[config.mk]
export PLATFORM = sky130hd
export DESIGN_NAME = gpio_led_ctrl_flat
export DESIGN_NICKNAME = d
export VERILOG_FILES = /design/src/rtl/gpio_led_ctrl_if.sv /design/src/rtl/gpio_led_ctrl.sv /design/src/flat_wrapper.sv
export SDC_FILE = /design/constraint.sdc
export NUM_CORES = 1
export LEC_CHECK = 0
export CORE_AREA = 2 2 165 167
export DETAILED_ROUTE_END_ITERATION = 7
export DIE_AREA = 0 0 167 169
export GPL_TIMING_DRIVEN = 0
export PLACE_DENSITY = 0.83
export SETUP_SLACK_MARGIN = 0.1
export SLEW_MARGIN = 0
export SYNTH_ARGS = -nofsm -noshare
export SYNTH_HDL_FRONTEND = slang
export SYNTH_SLANG_ARGS = --single-unit
[constraint.sdc]
create_clock -name clk -period 10.2 [get_ports clk]
set_input_delay 2.04 -clock clk [delete_from_list [all_inputs] [get_ports clk]]
set_output_delay 2.04 -clock clk [all_outputs]
set_load 0.02 [all_outputs]
[src/rtl/gpio_led_ctrl_if.sv]
// Board-side bundle of gpio_led_ctrl: micro command/response words, raw switches and RGB LED pins.
interface gpio_led_ctrl_if #(
   parameter int NB_GPIOS   = 32,
   parameter int N_RGB      = 4,
   parameter int NB_SWITCHS = 4
);
   logic [NB_GPIOS-1:0]   i_gpo;
   logic [NB_GPIOS-1:0]   o_gpi;
   logic [NB_SWITCHS-1:0] i_sw;
   logic [3*N_RGB-1:0]    o_leds_rgb;

   modport master (output i_gpo, output i_sw, input o_gpi, input o_leds_rgb);
   modport slave  (input i_gpo, input i_sw, output o_gpi, output o_leds_rgb);
endinterface

[src/rtl/gpio_led_ctrl.sv]
// Toggle-handshake GPIO register bridge driving RGB PWM LEDs and returning switch state; response 2 clocks after a
// REQ toggle, no backpressure (software waits for ACK == REQ). GPIO_LED_CTRL_DEBOUNCE_EN adds per-switch debouncers.
module gpio_led_ctrl #(
   parameter int NB_GPIOS    = 32,
   parameter int N_RGB       = 4,
   parameter int NB_PWM      = 8,
   parameter int NB_SWITCHS  = 4,
   parameter int NB_DEBOUNCE = 16
) (
   input logic            clk,
   input logic            rst,
   gpio_led_ctrl_if.slave bus
);
   localparam logic [5:0]  ADDR_CTRL = 6'h10;
   localparam logic [5:0]  ADDR_SW   = 6'h20;
   localparam logic [5:0]  ADDR_INFO = 6'h21;
   localparam logic [23:0] INFO_VAL  = {8'(N_RGB), 8'(NB_PWM), 8'(NB_SWITCHS)};

   if (NB_GPIOS != 32 || N_RGB < 1 || N_RGB > 16 || NB_PWM < 1 || NB_PWM > 8 ||
       NB_SWITCHS < 1 || NB_SWITCHS > 24 || NB_DEBOUNCE < 1) begin : g_param_check
      $error("gpio_led_ctrl: parameter out of range");
   end

   logic [NB_GPIOS-1:0]               gpo_q;
   logic [NB_GPIOS-1:0]               gpi_q;
   logic [N_RGB-1:0][2:0][NB_PWM-1:0] duty_shd;
   logic [N_RGB-1:0][2:0][NB_PWM-1:0] duty_act;
   logic                              ctrl_en;
   logic                              ctrl_inv;
   logic [NB_PWM-1:0]                 pwm_cnt;
   logic [3*N_RGB-1:0]                led_q;
   logic [NB_SWITCHS-1:0]             sw_meta;
   logic [NB_SWITCHS-1:0]             sw_sync;
   logic [NB_SWITCHS-1:0]             sw_state;

   // ---------------- switch synchroniser / debouncer ----------------
   always_ff @(posedge clk or posedge rst) begin
      if (rst) begin
         sw_meta <= '0;
         sw_sync <= '0;
      end else begin
         sw_meta <= bus.i_sw;
         sw_sync <= sw_meta;
      end
   end

`ifdef GPIO_LED_CTRL_DEBOUNCE_EN
   localparam logic [NB_DEBOUNCE-1:0] DB_ALL  = '1;
   localparam logic [NB_DEBOUNCE-1:0] DB_LAST = DB_ALL - 1'b1;

   logic [NB_SWITCHS-1:0][NB_DEBOUNCE-1:0] db_cnt;

   // The counter update that would land on all-ones commits the new level instead.
   always_ff @(posedge clk or posedge rst) begin
      if (rst) begin
         db_cnt   <= '0;
         sw_state <= '0;
      end else begin
         for (int i = 0; i < NB_SWITCHS; i++) begin
            if (sw_sync[i] == sw_state[i]) begin
               db_cnt[i] <= '0;
            end else if (db_cnt[i] == DB_LAST) begin
               sw_state[i] <= sw_sync[i];
               db_cnt[i]   <= '0;
            end else begin
               db_cnt[i] <= db_cnt[i] + 1'b1;
            end
         end
      end
   end
`else
   assign sw_state = sw_sync;
`endif

   // ---------------- command decode ----------------
   logic                     req_pend;
   logic                     rw;
   logic [5:0]               addr;
   logic [23:0]              wdata;
   logic [2:0][NB_PWM-1:0]   wr_duty;
   logic [2:0][NB_PWM-1:0]   rd_duty;
   logic                     acc_err;
   logic [23:0]              rdata;

   assign req_pend = gpo_q[31] ^ gpi_q[31];
   assign rw       = gpo_q[30];
   assign addr     = gpo_q[29:24];
   assign wdata    = gpo_q[23:0];
   assign wr_duty  = {wdata[16 +: NB_PWM], wdata[8 +: NB_PWM], wdata[0 +: NB_PWM]};

   function automatic logic [23:0] duty_word(input logic [2:0][NB_PWM-1:0] d);
      return {8'(d[2]), 8'(d[1]), 8'(d[0])};
   endfunction

   always_comb begin
      acc_err = 1'b0;
      rdata   = '0;
      rd_duty = '0;
      for (int k = 0; k < N_RGB; k++) begin
         if (addr == 6'(k)) rd_duty = duty_shd[k];
      end
      if (addr < 6'(N_RGB)) begin
         rdata = duty_word(rw ? wr_duty : rd_duty);
      end else if (addr == ADDR_CTRL) begin
         rdata = rw ? {22'd0, wdata[1:0]} : {22'd0, ctrl_inv, ctrl_en};
      end else if (addr == ADDR_SW && !rw) begin
         rdata = 24'(sw_state);
      end else if (addr == ADDR_INFO && !rw) begin
         rdata = INFO_VAL;
      end else begin
         acc_err = 1'b1;
      end
   end

   // ---------------- transaction engine ----------------
   always_ff @(posedge clk or posedge rst) begin
      if (rst) begin
         gpo_q    <= '0;
         gpi_q    <= '0;
         duty_shd <= '0;
         ctrl_en  <= 1'b1;
         ctrl_inv <= 1'b0;
      end else begin
         gpo_q <= bus.i_gpo;
         if (req_pend) begin
            gpi_q <= {gpo_q[31], acc_err, 6'd0, rdata};
            if (rw && !acc_err) begin
               for (int k = 0; k < N_RGB; k++) begin
                  if (addr == 6'(k)) duty_shd[k] <= wr_duty;
               end
               if (addr == ADDR_CTRL) {ctrl_inv, ctrl_en} <= wdata[1:0];
            end
         end
      end
   end

   // ---------------- PWM ----------------
   // Shadows move to the active set only as the counter wraps, so a running period is never cut short.
   always_ff @(posedge clk or posedge rst) begin
      if (rst) begin
         pwm_cnt  <= '0;
         duty_act <= '0;
         led_q    <= '0;
      end else begin
         pwm_cnt <= pwm_cnt + 1'b1;
         if (pwm_cnt == '1) duty_act <= duty_shd;
         for (int k = 0; k < N_RGB; k++) begin
            for (int c = 0; c < 3; c++) begin
               led_q[3*k+c] <= (ctrl_en && (pwm_cnt < duty_act[k][c])) ^ ctrl_inv;
            end
         end
      end
   end

   assign bus.o_gpi      = gpi_q;
   assign bus.o_leds_rgb = led_q;
endmodule

[src/flat_wrapper.sv]
// flat-port wrapper written by rule: the top's interface ports become plain ports
module gpio_led_ctrl_flat 
#(
   parameter int NB_GPIOS    = 32,
   parameter int N_RGB       = 4,
   parameter int NB_PWM      = 8,
   parameter int NB_SWITCHS  = 4,
   parameter int NB_DEBOUNCE = 16
)
  (clk, rst, bus_i_gpo, bus_i_sw, bus_o_gpi, bus_o_leds_rgb);
  gpio_led_ctrl_if #(.NB_GPIOS(NB_GPIOS), .N_RGB(N_RGB), .NB_SWITCHS(NB_SWITCHS)) bus_i ();
  input logic clk;
  input logic rst;
  input wire logic [$bits(bus_i.i_gpo)-1:0] bus_i_gpo;
  input wire logic [$bits(bus_i.i_sw)-1:0] bus_i_sw;
  output wire logic [$bits(bus_i.o_gpi)-1:0] bus_o_gpi;
  output wire logic [$bits(bus_i.o_leds_rgb)-1:0] bus_o_leds_rgb;
  assign bus_i.i_gpo = bus_i_gpo;
  assign bus_i.i_sw = bus_i_sw;
  assign bus_o_gpi = bus_i.o_gpi;
  assign bus_o_leds_rgb = bus_i.o_leds_rgb;
  gpio_led_ctrl #(.NB_GPIOS(NB_GPIOS), .N_RGB(N_RGB), .NB_PWM(NB_PWM), .NB_SWITCHS(NB_SWITCHS), .NB_DEBOUNCE(NB_DEBOUNCE)) u_core (.clk(clk), .rst(rst), .bus(bus_i));
endmodule
[Yosys cells after proc, flatten, opt, wreduce, memory -nomap -nowiden]
Index checks and enable logic that the tools add are counted.
Cells by class
  $add $sub $neg: 1
  order comparisons: 13
  bitwise operators: 13
  reductions and logical operators: 23
  equal/unequal tests: 7
  mux-type cells: 14
Operators with widths (count)
  $mux W24: 8
  $lt A8 B8 Y1: 12
  $mux W19: 1
  $logic_and A1 B1 Y1: 15
  $reduce_and A3 Y1: 5
  $xor A1 B1 Y1: 13
  $eq A6 B2 Y1 const B: 2
  $eq A6 B6 Y1 const B: 2
  $add A8 B1 Y8 const B: 1
  $eq A8 B8 Y1 const B: 1
  $eq A6 B1 Y1 const B: 1
  $eq A6 B5 Y1 const B: 1
  $logic_not A6 Y1: 1
  $lt A6 B3 Y1 const B: 1
  $mux W1: 4
  $logic_not A1 Y1: 2
  $mux W2: 1
Word-level totals
  register bits: 280
  word-level logic and storage cells: 103
  input port bits: 38
  output and inout port bits: 44

[Longest topological paths before layout]
Gate-level depths: netlist of run 1.
  depth in word-level cells: 9
  depth in mapped cells: 8

[Worst setup path before layout of run 1]
No wires, ideal clock.
  kind: register -> output
  start: register u_core.gpi_q[31] (netlist: u_core.bus.o_gpi[31])
  end: output bus_o_gpi[31]
  slack: 7697 ps
  path buffers: 0
  cell stages (with the launch flop): 1
  data arrival time: 463 ps
  path through: dfrtp_1
RTL lines
  start, declared: line gpio_led_ctrl.sv:25  | logic [NB_GPIOS-1:0] gpi_q;
  start signal, assigned: line gpio_led_ctrl.sv:126  | gpi_q <= {gpo_q[31], acc_err, 6'd0, rdata};
  end, declared: line flat_wrapper.sv:16  | output wire logic [$bits(bus_i.o_gpi)-1:0] bus_o_gpi;
No word-level cell between the ends.

[Worst setup path after layout of run 1]
  start: register u_core.gpi_q[31] (netlist: u_core.bus.o_gpi[31])
  end: output bus_o_gpi[31]
No word-level cell between the ends.

==> results.ini, run 1 <==
[place]
place_area_um2=15060
dp_hpwl_um=23590
dp_slack_ps=6704
gp_congestion=0.8591
portBuffers=75
dp.cells=1515

[setup_path]
r2r_cells=5
cp-start-kind=register
path_delay_family=buffers and inverters
slowest_stage=clkdlybuf4s50_1
crit_chain=clkdlybuf4s50_1
r2r_slack_ps=7140
critPathKind=reg2out
cp-end-kind=primary output
cp.required_ps=8160
critPathMaxStageDelay_ps=640
crit_fanout=3
critPathArrivalTime_ps=1580
path_depth=1
cp.buffers_inverters=1
r2r_end=u_core.bus.o_leds_rgb[10]
r2r_start=u_core.ctrl_inv

[final_layout]
nets=1327
fin_cells=1566
design_area_um2=16010
layout_commonest_cell=dfrtp_1
antenna_cells=0
most-common-layout-cells=279 x dfrtp_1, 169 x mux2_2, 86 x inv_1
drive_gt1_frac=0.2473
utilization=0.6043
n_fill_cell=1957
syn2layout_area_growth_pct=16.07

[cts]
cts_made_buffers=28
ctsHoldBuffers=0
cts_tree=built
clk_pin_slew_ps=60
post_cts_buffers=0
clock_latency_ps=550
ctsResizeCount=0
clock_sinks=280
max-clock-path-buffers=3
root_buffer=clkbuf_16
ctsHtreeMaxLevel=1

[route]
dr_total_vias=9384
ant_nets=0
vias_per_cell=5.992
drt_iter0_markers=783
totalWireLength_um=34410
avgRoutedWirePerCell_um=21.97
drcViolationCount=0
firstDrtPassIters=5

[power_and_ir_drop]
power.share.clock=0.439
sequentialPowerShare=0.489
switchingPower_mw=0.5578
power_density_nw_per_um2=152.4
total_power_mw=2.441
peakVddDrop_v=0.0001338
p_int_mw=1.883
swShare=0.2285
pwr-share-comb=0.071
p_leak_nw=7.444

[min_path]
min_from=u_core.sw_meta[2]
min_path_cells=0
min_to=u_core.sw_state[2]
hold_path_class=reg2reg

[global_route]
grt_pass1_vias=9566
overflow=0
antenna_found_initial=0
grt_pass1_wl_um=54120
grt_use_total=0.2478
grt_max_degree=134

[timing]
fmax_mhz=276.6
worst_pin_slew_ps=1277
final-setup-viol-count=0
rsz0062_at_grt=no
fin_ws_ps=6584
hold_viol=0
drv_slew=0
finalCriticalPeriod_ps=3616
fin_crit_sh=0.3545
clock_skew_ps=9.363
slew_headroom=0.1488

[die]
die_area_um2=28220
core_area_um2=26500
io_pins=82
die_y_um=169
floorplan.initialDensity=0.5206
std_cell_rows=60
die_w_um=167

[run]
maxCapViolCount=0

[status]
status=completed

[synth]
ys_async_sr_fraction=1.000
ys_seq_area_frac=0.5079
synth_area_um2=13800
synth_edf_count=0
yosysWarnings=0
syn_inst=1092
ys_types=52
syn_avg_cell_area_um2=12.63
synth-main-ff-cell=dfrtp_1
ys_ff_latch=280

## metal layers
layer	track usage	routed length, µm	vias up	share of wire
met3	0.03063	2447	84	0.071
met1	0.3499	14780	4758	0.43
li1	-	-	4150	-
met2	0.3947	15870	392	0.46
met5	0	0	-	0
met4	0.09633	1312	0	0.038
## worst max path at each step
stage | endpoint | slack (ps) | from
2_1_floorplan | u_core.bus.o_gpi[0] | 440 | rst
5_1_grt | bus_o_gpi[31] | 6530 | u_core.bus.o_gpi[31]
4_1_cts | bus_o_gpi[31] | 6560 | u_core.bus.o_gpi[31]
6_report | bus_o_gpi[31] | 6580 | u_core.bus.o_gpi[31]
3_5_place_dp | u_core.duty_shd[27] | 6700 | rst
3_3_place_gp | u_core.duty_act[27] | -2580 | rst
## sequential cells by signal (all words and copies together) (netlist names)
| register | cells |
|---|---|
| u_core.duty_act | 96 |
| u_core.duty_shd | 96 |
| u_core.gpo_q | 32 |
| u_core.bus.o_gpi | 26 |
| u_core.bus.o_leds_rgb | 12 |
| u_core.pwm_cnt | 8 |
| u_core.sw_meta | 4 |
| u_core.sw_state | 4 |
| u_core.ctrl_en | 1 |
| u_core.ctrl_inv | 1 |
## power groups by stage
stage	combinational, mW	sequential [mW]	clock, mW
after floorplan	0.102	1.21	0
after global placement	0.167	1.21	0
after detailed placement	0.174	1.21	0
after CTS	0.175	1.19	1.08
after global routing	0.188	1.20	1.13
final	0.174	1.19	1.07
## final cells by class
type / count / area (µm²) / share of cell area
tap: 341 / 426.7 / 0.02664
sequential: 280 / 7008 / 0.4376
clock inverter: 11 / 161.4 / 0.01008
timing repair buffer: 77 / 805.8 / 0.05032
clock buffer: 40 / 797.0 / 0.04977
buffer: 52 / 281.5 / 0.01758
multi-input combinational: 678 / 6200 / 0.3871
inverter: 87 / 334.1 / 0.02086
## cell usage after synthesis (all sizes together) (16+ instances only)
cell type | instances | area [µm²]
dfrtp | 279 | 6982
mux2 | 204 | 2425
inv | 87 | 326.6
ha | 85 | 1064
nand2 | 44 | 165.2
o21ai | 36 | 180.2
a21oi | 31 | 155.2
buf | 30 | 198.9
nor2 | 28 | 115.1
nand3 | 26 | 147.7
clkbuf | 22 | 82.58
and2 | 17 | 106.4
o211ai | 16 | 120.1
## logic make-up (layout without fill, tap and decap cells)
logic type               count (synthesis)  after routing  synth area share
XOR/XNOR                                 8              8          0.005078
AO/OA/AOI/OAI                          152            152           0.07536
AND/OR/NAND/NOR                        194            194           0.07981
buffers and inverters                  139            267           0.04407
flip-flops                             280            280            0.5079
adder cells (fa/ha/maj)                 85             85           0.07708
multiplexers                           233            233            0.2104
other                                    1              6         0.0002718
## stage by stage
| stage | TNS, ps | hold slack (ps) |
|---|---|---|
| 3_5_place_dp | 0 | 334.7 |
| 6_report | 0 | 349.9 |
| 3_3_place_gp | -710250 | 333.1 |
| 2_1_floorplan | 0 | 331.2 |
| 5_1_grt | 0 | 359.2 |
| 4_1_cts | 0 | 351.6 |
(Power assumes the default switching activity.)
==> run 2, diff against run 1 <==
- clock period: 10.2 -> 3 ns (I/O delays scaled with it)
==> results.ini, run 2 (synthesis gave the netlist of run 1 again) <==
[global_route]
grt_max_degree=45  ; was 134
grt_pass1_vias=9834  ; was 9566
grt_pass1_wl_um=54630  ; was 54120 µm
grt_use_total=0.2487  ; was 0.2478
antenna_found_initial=0  ; unchanged
overflow=0  ; unchanged

[final_layout]
drive_gt1_frac=0.2557  ; was 0.2473
regArea_um2=7010  ; was 7008 µm²
multi_input_area_um2=6200  ; unchanged
n_fill_cell=1978  ; was 1957
most-common-layout-cells=277 x dfrtp_1, 169 x mux2_2, 86 x inv_1  ; was 279 x dfrtp_1, 169 x mux2_2, 86 x inv_1
antenna_cells=0  ; unchanged
layout_commonest_cell=dfrtp_1  ; unchanged
syn2layout_area_growth_pct=16.89  ; was 16.07%
nets=1331  ; was 1327
utilization=0.6085  ; was 0.6043
largestRegisters=u_core.duty_act: 96 flops, u_core.duty_shd: 96 flops, u_core.gpo_q: 32 flops  ; unchanged

[cts]
root_buffer=clkbuf_16  ; unchanged
max-clock-path-buffers=3  ; unchanged
ctsHtreeMaxLevel=1  ; unchanged
clock_latency_ps=540  ; was 550 ps
clock_sinks=280  ; unchanged
ctsHoldBuffers=0  ; unchanged
post_cts_buffers=0  ; unchanged
clk_pin_slew_ps=60  ; about the same
cts_tree=built  ; unchanged
cts_made_buffers=27  ; was 28

[power_and_ir_drop]
power_density_nw_per_um2=520.2  ; was 152.4 nW/µm²
total_power_mw=8.389  ; was 2.441 mW
peakVddDrop_v=0.0004825  ; was 0.0001338 V
p_leak_nw=7.492  ; was 7.444 nW

[route]
firstDrtPassIters=5  ; unchanged
dr_total_vias=9398  ; was 9384
drcViolationCount=0  ; unchanged
drt_iter0_markers=761  ; was 783
ant_nets=0  ; unchanged
totalWireLength_um=34760  ; was 34410 µm
avgRoutedWirePerCell_um=22.15  ; was 21.97 µm
vias_per_cell=5.990  ; was 5.992

[die]
die_area_um2=28220  ; unchanged
io_pins=82  ; unchanged
die_w_um=167  ; unchanged
core_area_um2=26500  ; unchanged
floorplan.initialDensity=0.5206  ; unchanged
std_cell_rows=60  ; unchanged
die_y_um=169  ; unchanged

[setup_path]
cp.buffers_inverters=3  ; was 1
crit_fanout=14  ; was 3
cp-start-kind=register  ; unchanged
critPathKind=reg2reg  ; was reg2out
critPathMaxStageDelay_ps=890  ; was 640 ps
critPathArrivalTime_ps=3220  ; was 1580 ps
cpMostUsedCell=buf_2
r2r_end=u_core.duty_act[26]  ; was u_core.bus.o_leds_rgb[10]
r2r_slack_ps=200  ; was 7140 ps
cp.required_ps=3420  ; was 8160 ps
slowest_stage=dfrtp_1  ; was clkdlybuf4s50_1
cp-end-kind=register  ; was primary output
path_delay_family=flip-flops  ; was buffers and inverters
r2r_start=u_core.pwm_cnt[5]  ; was u_core.ctrl_inv
r2r_cells=7  ; was 5
crit_chain=nand3_1 > nor2_1 > and3_1 > clkbuf_1 > buf_2 > buf_2 > mux2_2  ; was clkdlybuf4s50_1

[timing]
clock_skew_ps=17.78  ; was 9.363 ps
rsz0062_at_grt=no  ; unchanged
slew_headroom=0.1409  ; was 0.1488
final-setup-viol-count=0  ; unchanged
drv_slew=0  ; unchanged
fmax_mhz=357.0
fin_crit_sh=0.9337
worst_pin_slew_ps=1289  ; was 1277 ps
hold_viol=0  ; unchanged
tns_ps=0  ; unchanged
finalCriticalPeriod_ps=2801

[min_path]
min_from=u_core.sw_meta[1]  ; was u_core.sw_meta[2]
min_to=u_core.sw_state[1]  ; was u_core.sw_state[2]
hold_path_class=reg2reg  ; unchanged
min_path_cells=0  ; unchanged

[place]
gp_congestion=0.8717  ; was 0.8591
dp_hpwl_um=24190  ; was 23590 µm
portBuffers=75  ; unchanged

[status]
status=completed  ; unchanged

[run]
maxCapViolCount=0  ; unchanged

[run 2: per-layer routing]
layer | part of all wire | up-vias | global-route usage
li1 | - | 4159 | -
met1 | 0.42 | 4761 | 0.3292
met2 | 0.46 | 376 | 0.4003
met3 | 0.077 | 102 | 0.05120
met4 | 0.040 | 0 | 0.1079
met5 | 0 | - | 0
[run 2: worst reg2reg max path, cell delays in order, from the launching register on]
cell and delay [ps]:
dfrtp_1 890, nand3_1 190, nor2_1 210, and3_1 170, clkbuf_1 170, buf_2 280
buf_2 370, mux2_2 390
[run 2: stage by stage]
stage,cell area (µm²),worst slack (ps),cells,hold slack (ps)
2_1_floorplan,13820,-1307,1097,331.2
3_3_place_gp,15000,-3106,1513,333.1
4_1_cts,16120,120.4,1569,349.5
6_report,16130,199.0,1569,350.1
5_1_grt,16130,101.7,1569,353.6
3_5_place_dp,15140,-25.64,1520,334.7
[run 2: how the worst max path moves through the flow]
stage               slack [ps]  depth (start not counted)                         to               from
floorplan                -1310                          1        u_core.bus.o_gpi[0]                rst
CTS                        120                          8        u_core.duty_act[26]  u_core.pwm_cnt[1]
finish                     200                          7        u_core.duty_act[26]  u_core.pwm_cnt[5]
global route               100                          7         u_core.duty_act[3]  u_core.pwm_cnt[4]
global placement         -3110                          2   u_core.bus.o_leds_rgb[6]                rst
detailed placement         -30                          5  u_core.bus.o_leds_rgb[10]    u_core.ctrl_inv
[run 2: where the power goes]
group	switching [mW]	total, mW	internal (mW)
clock network	1.44	3.72	2.28
registers	0.141	4.06	3.92
logic	0.305	0.606	0.302
[run 2: layout make-up]
type                    count  share of cell area
flip-flops and latches    280              0.4347
multi-input cells         678              0.3844
repair buffers             82             0.05524
clock buffers              39             0.04965
well taps                 341             0.02646
inverters                  87             0.02048
plain buffers              52             0.01761
clock inverters            10             0.01141
[run 2: repair_timing]
item | in CTS | in global routing
pin swaps | 0 | 0
endpoints found under the setup margin | 5 | 42
gates resized for setup | 1 | 4
==> run 3, diff against run 2 <==
--- a/config.mk
+++ b/config.mk
@@ -12,5 +12,4 @@
 export PLACE_DENSITY = 0.83
 export SETUP_SLACK_MARGIN = 0.1
-export SLEW_MARGIN = 0
 export SYNTH_ARGS = -nofsm -noshare
 export SYNTH_HDL_FRONTEND = slang
==> constraint.sdc (replaced) <==
create_clock -name clk -period 3 [get_ports clk]
set_input_delay 0.6 -clock clk [delete_from_list [all_inputs] [get_ports clk]]
set_output_delay 0.6 -clock clk [all_outputs]
set_load 0.01 [all_outputs]
==> results of run 3 <==
Same layout as run 2 (identical final DEF). Status: completed.
Main changes from that run: total power 8.389 mW -> 8.365 mW; worst IR drop on VDD 0.0004825 V -> 0.0004763 V
